## config.mk

```make
export PLATFORM = sky130hd
export DESIGN_NAME = hpdcache_victim_alloc
export DESIGN_NICKNAME = d
export VERILOG_FILES = /design/src/rtl/hpdcache_victim_alloc_pkg.sv /design/src/rtl/hpdcache_mux_1hot.sv /design/src/rtl/hpdcache_victim_alloc.sv
export SDC_FILE = /design/constraint.sdc
export NUM_CORES = 1
export LEC_CHECK = 0
export ABC_AREA = 0
export CORE_ASPECT_RATIO = 1.75
export CORE_MARGIN = 4
export CORE_UTILIZATION = 31
export CTS_CLUSTER_DIAMETER = 80
export DETAILED_ROUTE_END_ITERATION = 10
export HOLD_SLACK_MARGIN = 0.1
export PLACE_DENSITY = 0.82
export SKIP_LAST_GASP = 1
export SLEW_MARGIN = 20
export SYNTH_ARGS = -nofsm -noshare
export SYNTH_HDL_FRONTEND = slang
export SYNTH_HIERARCHICAL = 1
export SYNTH_SLANG_ARGS = --single-unit
```

## constraint.sdc

```tcl
create_clock -name clk_i -period 2.75 [get_ports clk_i]
set_input_delay 0.825 -clock clk_i [delete_from_list [all_inputs] [get_ports clk_i]]
set_output_delay 0.825 -clock clk_i [all_outputs]
set_load 0.03 [all_outputs]
```

## src/rtl/hpdcache_victim_alloc_pkg.sv

```systemverilog
// Shared helpers for the refill-side victim allocator.
package hpdcache_victim_alloc_pkg;

    // Widest way vector the one-hot checker handles.
    localparam int unsigned HPDCACHE_MAX_WAYS = 32;

    // True when exactly one bit of v is set.
    function automatic logic hpdcache_is_onehot(input logic [HPDCACHE_MAX_WAYS-1:0] v);
        return (v != '0) && ((v & (v - HPDCACHE_MAX_WAYS'(1))) == '0);
    endfunction

endpackage

```

## src/rtl/hpdcache_mux_1hot.sv

```systemverilog
// One-hot selected AND-OR multiplexer over N packed WIDTH-bit lanes.
module hpdcache_mux_1hot #(
    parameter int unsigned N     = 2,
    parameter int unsigned WIDTH = 1
) (
    input  logic [N-1:0]       sel_i,
    input  logic [N*WIDTH-1:0] data_i,
    output logic [WIDTH-1:0]   data_o
);

    // OR together every lane whose select bit is set; zero when nothing is selected.
    always_comb begin
        data_o = '0;
        for (int unsigned i = 0; i < N; i++) begin
            data_o = data_o | (data_i[i*WIDTH +: WIDTH] & {WIDTH{sel_i[i]}});
        end
    end

endmodule

```

## src/rtl/hpdcache_victim_alloc.sv

```systemverilog
// Refill-side victim allocator: reads the set directory, queries the PLRU for a
// victim, issues a write-back for dirty victims and returns the allocated way.
module hpdcache_victim_alloc
    import hpdcache_victim_alloc_pkg::*;
#(
    parameter int unsigned SETS      = 8,
    parameter int unsigned WAYS      = 4,
    parameter int unsigned TAG_WIDTH = 8,
    localparam int unsigned SetW     = (SETS > 1) ? $clog2(SETS) : 1
) (
    input  logic                      clk_i,
    input  logic                      rst_i,

    input  logic                      alloc_req_valid_i,
    output logic                      alloc_req_ready_o,
    input  logic [SetW-1:0]           alloc_req_set_i,

    output logic                      dir_rd_o,
    output logic [SetW-1:0]           dir_rd_set_o,
    input  logic [WAYS-1:0]           dir_valid_i,
    input  logic [WAYS-1:0]           dir_dirty_i,
    input  logic [WAYS*TAG_WIDTH-1:0] dir_tags_i,

    output logic                      repl_o,
    output logic [SetW-1:0]           repl_set_o,
    output logic [WAYS-1:0]           repl_dir_valid_o,
    output logic                      repl_updt_plru_o,
    input  logic [WAYS-1:0]           victim_way_i,

    output logic                      wb_valid_o,
    input  logic                      wb_ready_i,
    output logic [SetW-1:0]           wb_set_o,
    output logic [WAYS-1:0]           wb_way_o,
    output logic [TAG_WIDTH-1:0]      wb_tag_o,

    output logic                      alloc_rsp_valid_o,
    input  logic                      alloc_rsp_ready_i,
    output logic [WAYS-1:0]           alloc_rsp_way_o,
    output logic                      alloc_rsp_evict_o
);

    typedef logic [SetW-1:0]      set_t;
    typedef logic [WAYS-1:0]      way_vector_t;
    typedef logic [TAG_WIDTH-1:0] tag_t;

    typedef enum logic [1:0] {
        StIdle,
        StSelect,
        StWb,
        StRsp
    } state_e;

    state_e      state_q;
    set_t        set_q;
    way_vector_t way_q;
    tag_t        tag_q;
    logic        evict_q;
    logic        dirty_q;
    logic        ready_q;
    logic        repl_q;
    logic        wb_valid_q;
    logic        rsp_valid_q;

    way_vector_t victim_hit;
    logic        evict_d;
    logic        dirty_d;
    tag_t        victim_tag;

    // Dirty only counts on a valid victim line.
    always_comb begin
        victim_hit = victim_way_i & dir_valid_i;
        evict_d    = |victim_hit;
        dirty_d    = |(victim_hit & dir_dirty_i);
    end

    hpdcache_mux_1hot #(
        .N     (WAYS),
        .WIDTH (TAG_WIDTH)
    ) i_tag_mux (
        .sel_i  (victim_way_i),
        .data_i (dir_tags_i),
        .data_o (victim_tag)
    );

    // Allocation FSM with registered handshake outputs and payload capture.
    always_ff @(posedge clk_i or posedge rst_i) begin
        if (rst_i) begin
            state_q     <= StIdle;
            set_q       <= '0;
            way_q       <= '0;
            tag_q       <= '0;
            evict_q     <= 1'b0;
            dirty_q     <= 1'b0;
            ready_q     <= 1'b1;
            repl_q      <= 1'b0;
            wb_valid_q  <= 1'b0;
            rsp_valid_q <= 1'b0;
        end else begin
            unique case (state_q)
                StIdle: begin
                    if (alloc_req_valid_i) begin
                        set_q   <= alloc_req_set_i;
                        ready_q <= 1'b0;
                        repl_q  <= 1'b1;
                        state_q <= StSelect;
                    end
                end
                StSelect: begin
                    way_q   <= victim_way_i;
                    evict_q <= evict_d;
                    dirty_q <= dirty_d;
                    tag_q   <= victim_tag;
                    repl_q  <= 1'b0;
                    if (dirty_d) begin
                        wb_valid_q <= 1'b1;
                        state_q    <= StWb;
                    end else begin
                        rsp_valid_q <= 1'b1;
                        state_q     <= StRsp;
                    end
                end
                StWb: begin
                    if (wb_ready_i) begin
                        wb_valid_q  <= 1'b0;
                        rsp_valid_q <= 1'b1;
                        state_q     <= StRsp;
                    end
                end
                StRsp: begin
                    if (alloc_rsp_ready_i) begin
                        rsp_valid_q <= 1'b0;
                        ready_q     <= 1'b1;
                        state_q     <= StIdle;
                    end
                end
                default: begin
                    state_q <= StIdle;
                end
            endcase
        end
    end

    // Directory read is issued in the accept cycle, from the incoming set.
    assign alloc_req_ready_o = ready_q;
    assign dir_rd_o          = ready_q & alloc_req_valid_i;
    assign dir_rd_set_o      = alloc_req_set_i;

    assign repl_o            = repl_q;
    assign repl_updt_plru_o  = repl_q;
    assign repl_set_o        = set_q;
    assign repl_dir_valid_o  = repl_q ? dir_valid_i : '0;

    assign wb_valid_o        = wb_valid_q;
    assign wb_set_o          = set_q;
    assign wb_way_o          = way_q;
    assign wb_tag_o          = tag_q;

    assign alloc_rsp_valid_o = rsp_valid_q;
    assign alloc_rsp_way_o   = way_q;
    assign alloc_rsp_evict_o = evict_q;

    // The PLRU must hand back exactly one victim way.
    a_victim_onehot : assert property (@(posedge clk_i) disable iff (rst_i)
        repl_o |-> hpdcache_is_onehot(HPDCACHE_MAX_WAYS'(victim_way_i)));

    a_valids_exclusive : assert property (@(posedge clk_i) disable iff (rst_i)
        !(wb_valid_o && alloc_rsp_valid_o));

    // A write-back is only ever pending for a captured dirty victim.
    a_wb_dirty : assert property (@(posedge clk_i) disable iff (rst_i)
        wb_valid_o |-> dirty_q);

endmodule

```

; Word level (Yosys, flattened, before mapping)
; Index checks and enable logic that the tools add are counted.
; W data, S select, Z words.
[classes]
n_eq_ne = 8
n_mux = 18
bitwise_logic = 10
reduce_logical = 13
[ops]
columns = operator, n
row1 = $and A8 B8 Y8, 4
row2 = $or A8 B8 Y8, 3
row3 = $ne A2 B2 Y1 const B, 5
row4 = $mux W1, 9
row5 = $reduce_and A3 Y1, 3
row6 = $and A4 B4 Y4, 2
row7 = $pmux W2 S4, 1
row8 = $reduce_or A4 Y1, 2
row9 = $mux W2, 3
row10 = $pmux W1 S2, 3
row11 = $reduce_bool A2 Y1, 3
row12 = $eq A2 B2 Y1 const B, 2
row13 = $mux W4, 1
row14 = $reduce_and A2 Y1, 2
row15 = $reduce_and A4 Y1, 1
row16 = $pmux W1 S3, 1
row17 = $reduce_bool A3 Y1, 1
row18 = $eq A2 B1 Y1 const B, 1
row19 = $logic_not A2 Y1, 1
row20 = $and A1 B1 Y1, 1
[word_totals]
input_bits = 52
output_inout_bits = 36
regBits = 22
wordCells = 58

; Depth between registers and ports, before layout
; Gate-level depths: netlist (run 1).
[depth]
ltp_word = 5
depth_mapped = 6
ltp_nobuf = 6

; By module
; The synthesis (run 1) kept the hierarchy.
[modules_own_cells]
columns = mod, cells_each, area_each_um2, n_inst, seq_area_each_um2
row1 = hpdcache_victim_alloc, 97, 1173.6, 1, 551.8
row2 = hpdcache_mux_1hot, 28, 170.2, 1, 0.0

; Worst setup path after synthesis (run 1)
; OpenSTA, ideal clock, no wires.
[synth_path]
path_type = in2out
start = in dir_valid_i[0]
end = out repl_dir_valid_o[0]
arrival_time_ns = 1.106
path_stages = 1
n_path_buf = 0
slack_ns = 0.819
required_ns = 1.925
cell_sequence = and2_1
[synth_via]
elab_chain_len = 1
[synth_lines]
columns = item, line_no
row1 = from (decl), hpdcache_victim_alloc.sv:20  ; input logic [WAYS-1:0] dir_valid_i,
row2 = $mux W4, hpdcache_victim_alloc.sv:151  ; assign repl_dir_valid_o = repl_q ? dir_valid_i : '0;
row3 = to (decl), hpdcache_victim_alloc.sv:26  ; output logic [WAYS-1:0] repl_dir_valid_o,
; No other way between the ends.

; Worst setup path after layout (run 1)
[layout_path]
start = in dir_valid_i[2]
end = out repl_dir_valid_o[2]
; Same word-level chain as after synthesis.

==> impl_metrics.json, run 1 <==
{
  "outcome": "completed",
  "yosysSeqAreaShare_pct": 41.1,
  "gp_routability_congestion": 0.788,
  "syn-num-nets": 182,
  "end_kind": "primary output",
  "portBuffers": 87,
  "mostFrequentLayoutCells": "clkdlybuf4s50_1 (79), dfrtp_1 (21), a22oi_1 (18)",
  "viasPerCell": 4.81,
  "worstHoldPathType": "flop to flop",
  "relSlewSlack_pct": 78.3,
  "fmax_ghz": 0.403,
  "worst_r2r_path_depth": 5,
  "die_y_um": 95.1,
  "clk_latency_ns": 0.26,
  "grt_max_degree": 23,
  "final_common_cell": "clkdlybuf4s50_1",
  "setup.worst_path.class": "primary input to primary output",
  "worstMarginPinSlew_ns": 0.325,
  "postCtsSetupBuffers": 0,
  "layout_setup_ws_ns": 0.268,
  "regArea_um2": 552,
  "fp.dieW_um": 57.8,
  "met1_length_um": 1440,
  "dr_total_vias": 1223,
  "regToRegStartpoint": "state_q[1]",
  "initial_core_util_pct": 32.4,
  "setup_viol": 0,
  "cp-start-kind": "primary input",
  "dieArea_um2": 5490,
  "nFillCells": 379,
  "place_ws_ns": 0.271,
  "dr.first_iter.drc_count": 29,
  "critPathRequiredTime_ns": 1.93,
  "antenna_found_initial": 0,
  "wl_met2_um": 2100,
  "met3_length_um": 387,
  "gr-total-overflow": 0,
  "worst_clock_skew_ns": 0.00505,
  "htreeDepth": 1,
  "clkSlewWorstSetupHoldPaths_ns": 0.08,
  "synth_cell_types": 28,
  "antenna_cells": 0,
  "hpwl_um": 3300,
  "holdPathStages": 2,
  "grt_pass1_wl_um": 5960,
  "yosys_warnings": 6,
  "final_hold_viol_count": 0,
  "rows": 31,
  "fin_util_pct": 54.1,
  "critPathMaxStageDelay_ns": 0.53,
  "maxSlewViolCount": 0,
  "avgSynthCellArea_um2": 10.8,
  "multi_input_area_um2": 649,
  "r2r-end": "alloc_rsp_valid_o",
  "rrSetupSlack_ns": 1.08,
  "setup_tns_ns": 0,
  "clkSinkCount": 22,
  "core_area_um2": 4150,
  "syn_inst": 125,
  "areaGrowthSynthToFinish_pct": 66.9,
  "maxCapViolations": 0,
  "drive_above_1_share_pct": 21.0,
  "cp_cell_sequence": "clkdlybuf4s50_1 -> and2_1 -> buf_4",
  "cts_tree": "yes",
  "post_drt_wl_per_cell_um": 15.7,
  "ys_ff_latch": 22,
  "grt_pass1_vias": 1252,
  "synth.cell_area_um2": 1340,
  "crit_slowest_cell": "clkdlybuf4s50_1",
  "cts_hold_buffers": 0,
  "top_layer": "met4",
  "crit_arrival_ns": 1.66,
  "power_mw": 2.30,
  "rsz0062_at_grt": "false",
  "period_minus_slack_ns": 2.48,
  "hold_end": "alloc_req_ready_o",
  "cts_buffer_depth": 2,
  "ir_worst_vdd_v": 0.000611,
  "track_usage_pct": 14.1,
  "ctsResizeCount": 0,
  "drcViolationCount": 0,
  "period_share_pct": 90.3,
  "cts_buffers": 3,
  "p_leak_nw": 0.933,
  "hp-start": "alloc_req_ready_o",
  "power_density_nw_per_um2": 1030,
  "fin_nets": 263,
  "critPathMaxFanout": 3,
  "drt-total-wl_um": 3990,
  "antenna_left": 0,
  "first_pass_iters": 4,
  "ios": 88,
  "cts_root_buffer": "clkbuf_8"
}
worst max-delay path by stage:
| stage | start | slack, ns | end | cells past startpoint |
|---|---|---|---|---|
| global placement | dir_valid_i[2] | 0.27 | repl_dir_valid_o[2] | 3 |
| global route | dir_valid_i[2] | 0.21 | repl_dir_valid_o[2] | 3 |
| detailed placement | dir_valid_i[2] | 0.27 | repl_dir_valid_o[2] | 3 |
| CTS | dir_valid_i[2] | 0.27 | repl_dir_valid_o[2] | 3 |
| floorplan | dir_valid_i[0] | 0.82 | repl_dir_valid_o[0] | 1 |
| finish | dir_valid_i[2] | 0.27 | repl_dir_valid_o[2] | 3 |
layer usage:
metal / vias to the layer above / track usage [%]
met5: - / 0
met4: 0 / 4.84
met3: 6 / 2.98
met2: 65 / 25.9
met1: 560 / 15.6
li1: 592 / -
critical path, delay by kind of cell:
family / cells / cell delay (ns)
buffers and inverters: 2 / 0.69
AND/OR/NAND/NOR: 1 / 0.14
sequential cells by signal, summed over array words and instances, names as in the netlist:
name,cells
alloc_req_ready_o,1
alloc_rsp_evict_o,1
alloc_rsp_valid_o,1
alloc_rsp_way_o,4
repl_o,1
repl_set_o,3
state_q,2
wb_tag_o,8
wb_valid_o,1
kinds of logic after synthesis:
family	synth area share, %
compound gates	18.0
buf+inv	10.6
simple gates	11.3
flops	41.1
mux	14.4
fa+ha+maj	4.66
per-stage QoR:
| stage | hold slack (ns) | instance area [µm²] | std cells |
|---|---|---|---|
| finish | 0.502 | 2240 | 254 |
| global route | 0.528 | 2240 | 254 |
| CTS | 0.503 | 2240 | 254 |
| detailed placement | 0.491 | 2190 | 250 |
| floorplan | 0.521 | 1340 | 125 |
| global placement | 0.482 | 2190 | 250 |
power breakdown:
part	switching [mW]	total (mW)	internal (mW)
Combinational	0.780	1.48	0.695
Sequential	0.114	0.597	0.483
Clock	0.104	0.231	0.128
Total	0.998	2.30	1.31
cell usage after synthesis (all sizes together):
master	number	area [µm²]
o21ai	5	25.0
a21o	1	7.51
nor2	2	7.51
a2bb2oi	1	8.76
clkbuf	1	5.00
a221oi	1	26.3
dfrtp	21	526
and2	5	31.3
nand3	4	40.0
nor2b	1	6.26
a22oi	18	135
mux2	16	184
ha	5	62.6
inv	8	30.0
o22ai	1	6.26
dfstp	1	26.3
a211oi	1	12.5
nand2	12	45.0
buf	16	108
mux2i	1	10.0
a31oi	1	6.26
a21oi	1	5.00
nand4	1	21.3
a22o	1	8.76
layout make-up:
cell class	instances	area share [%]
repair buffers	93	39.9
multi-input cells	78	28.9
flip-flops and latches	22	24.6
well taps	49	2.73
clock buffers	4	2.45
inverters	8	1.34
No activity file was read; power rests on OpenSTA's default activity.
==> run 2, diff against run 1 <==
--- a/config.mk
+++ b/config.mk
@@ -13,7 +13,6 @@
 export DETAILED_ROUTE_END_ITERATION = 10
 export HOLD_SLACK_MARGIN = 0.1
 export PLACE_DENSITY = 0.82
-export SKIP_LAST_GASP = 1
 export SLEW_MARGIN = 20
 export SYNTH_ARGS = -nofsm -noshare
 export SYNTH_HDL_FRONTEND = slang
==> results of run 2 <==
Final layout, timing and power as in run 1 (identical DEF).
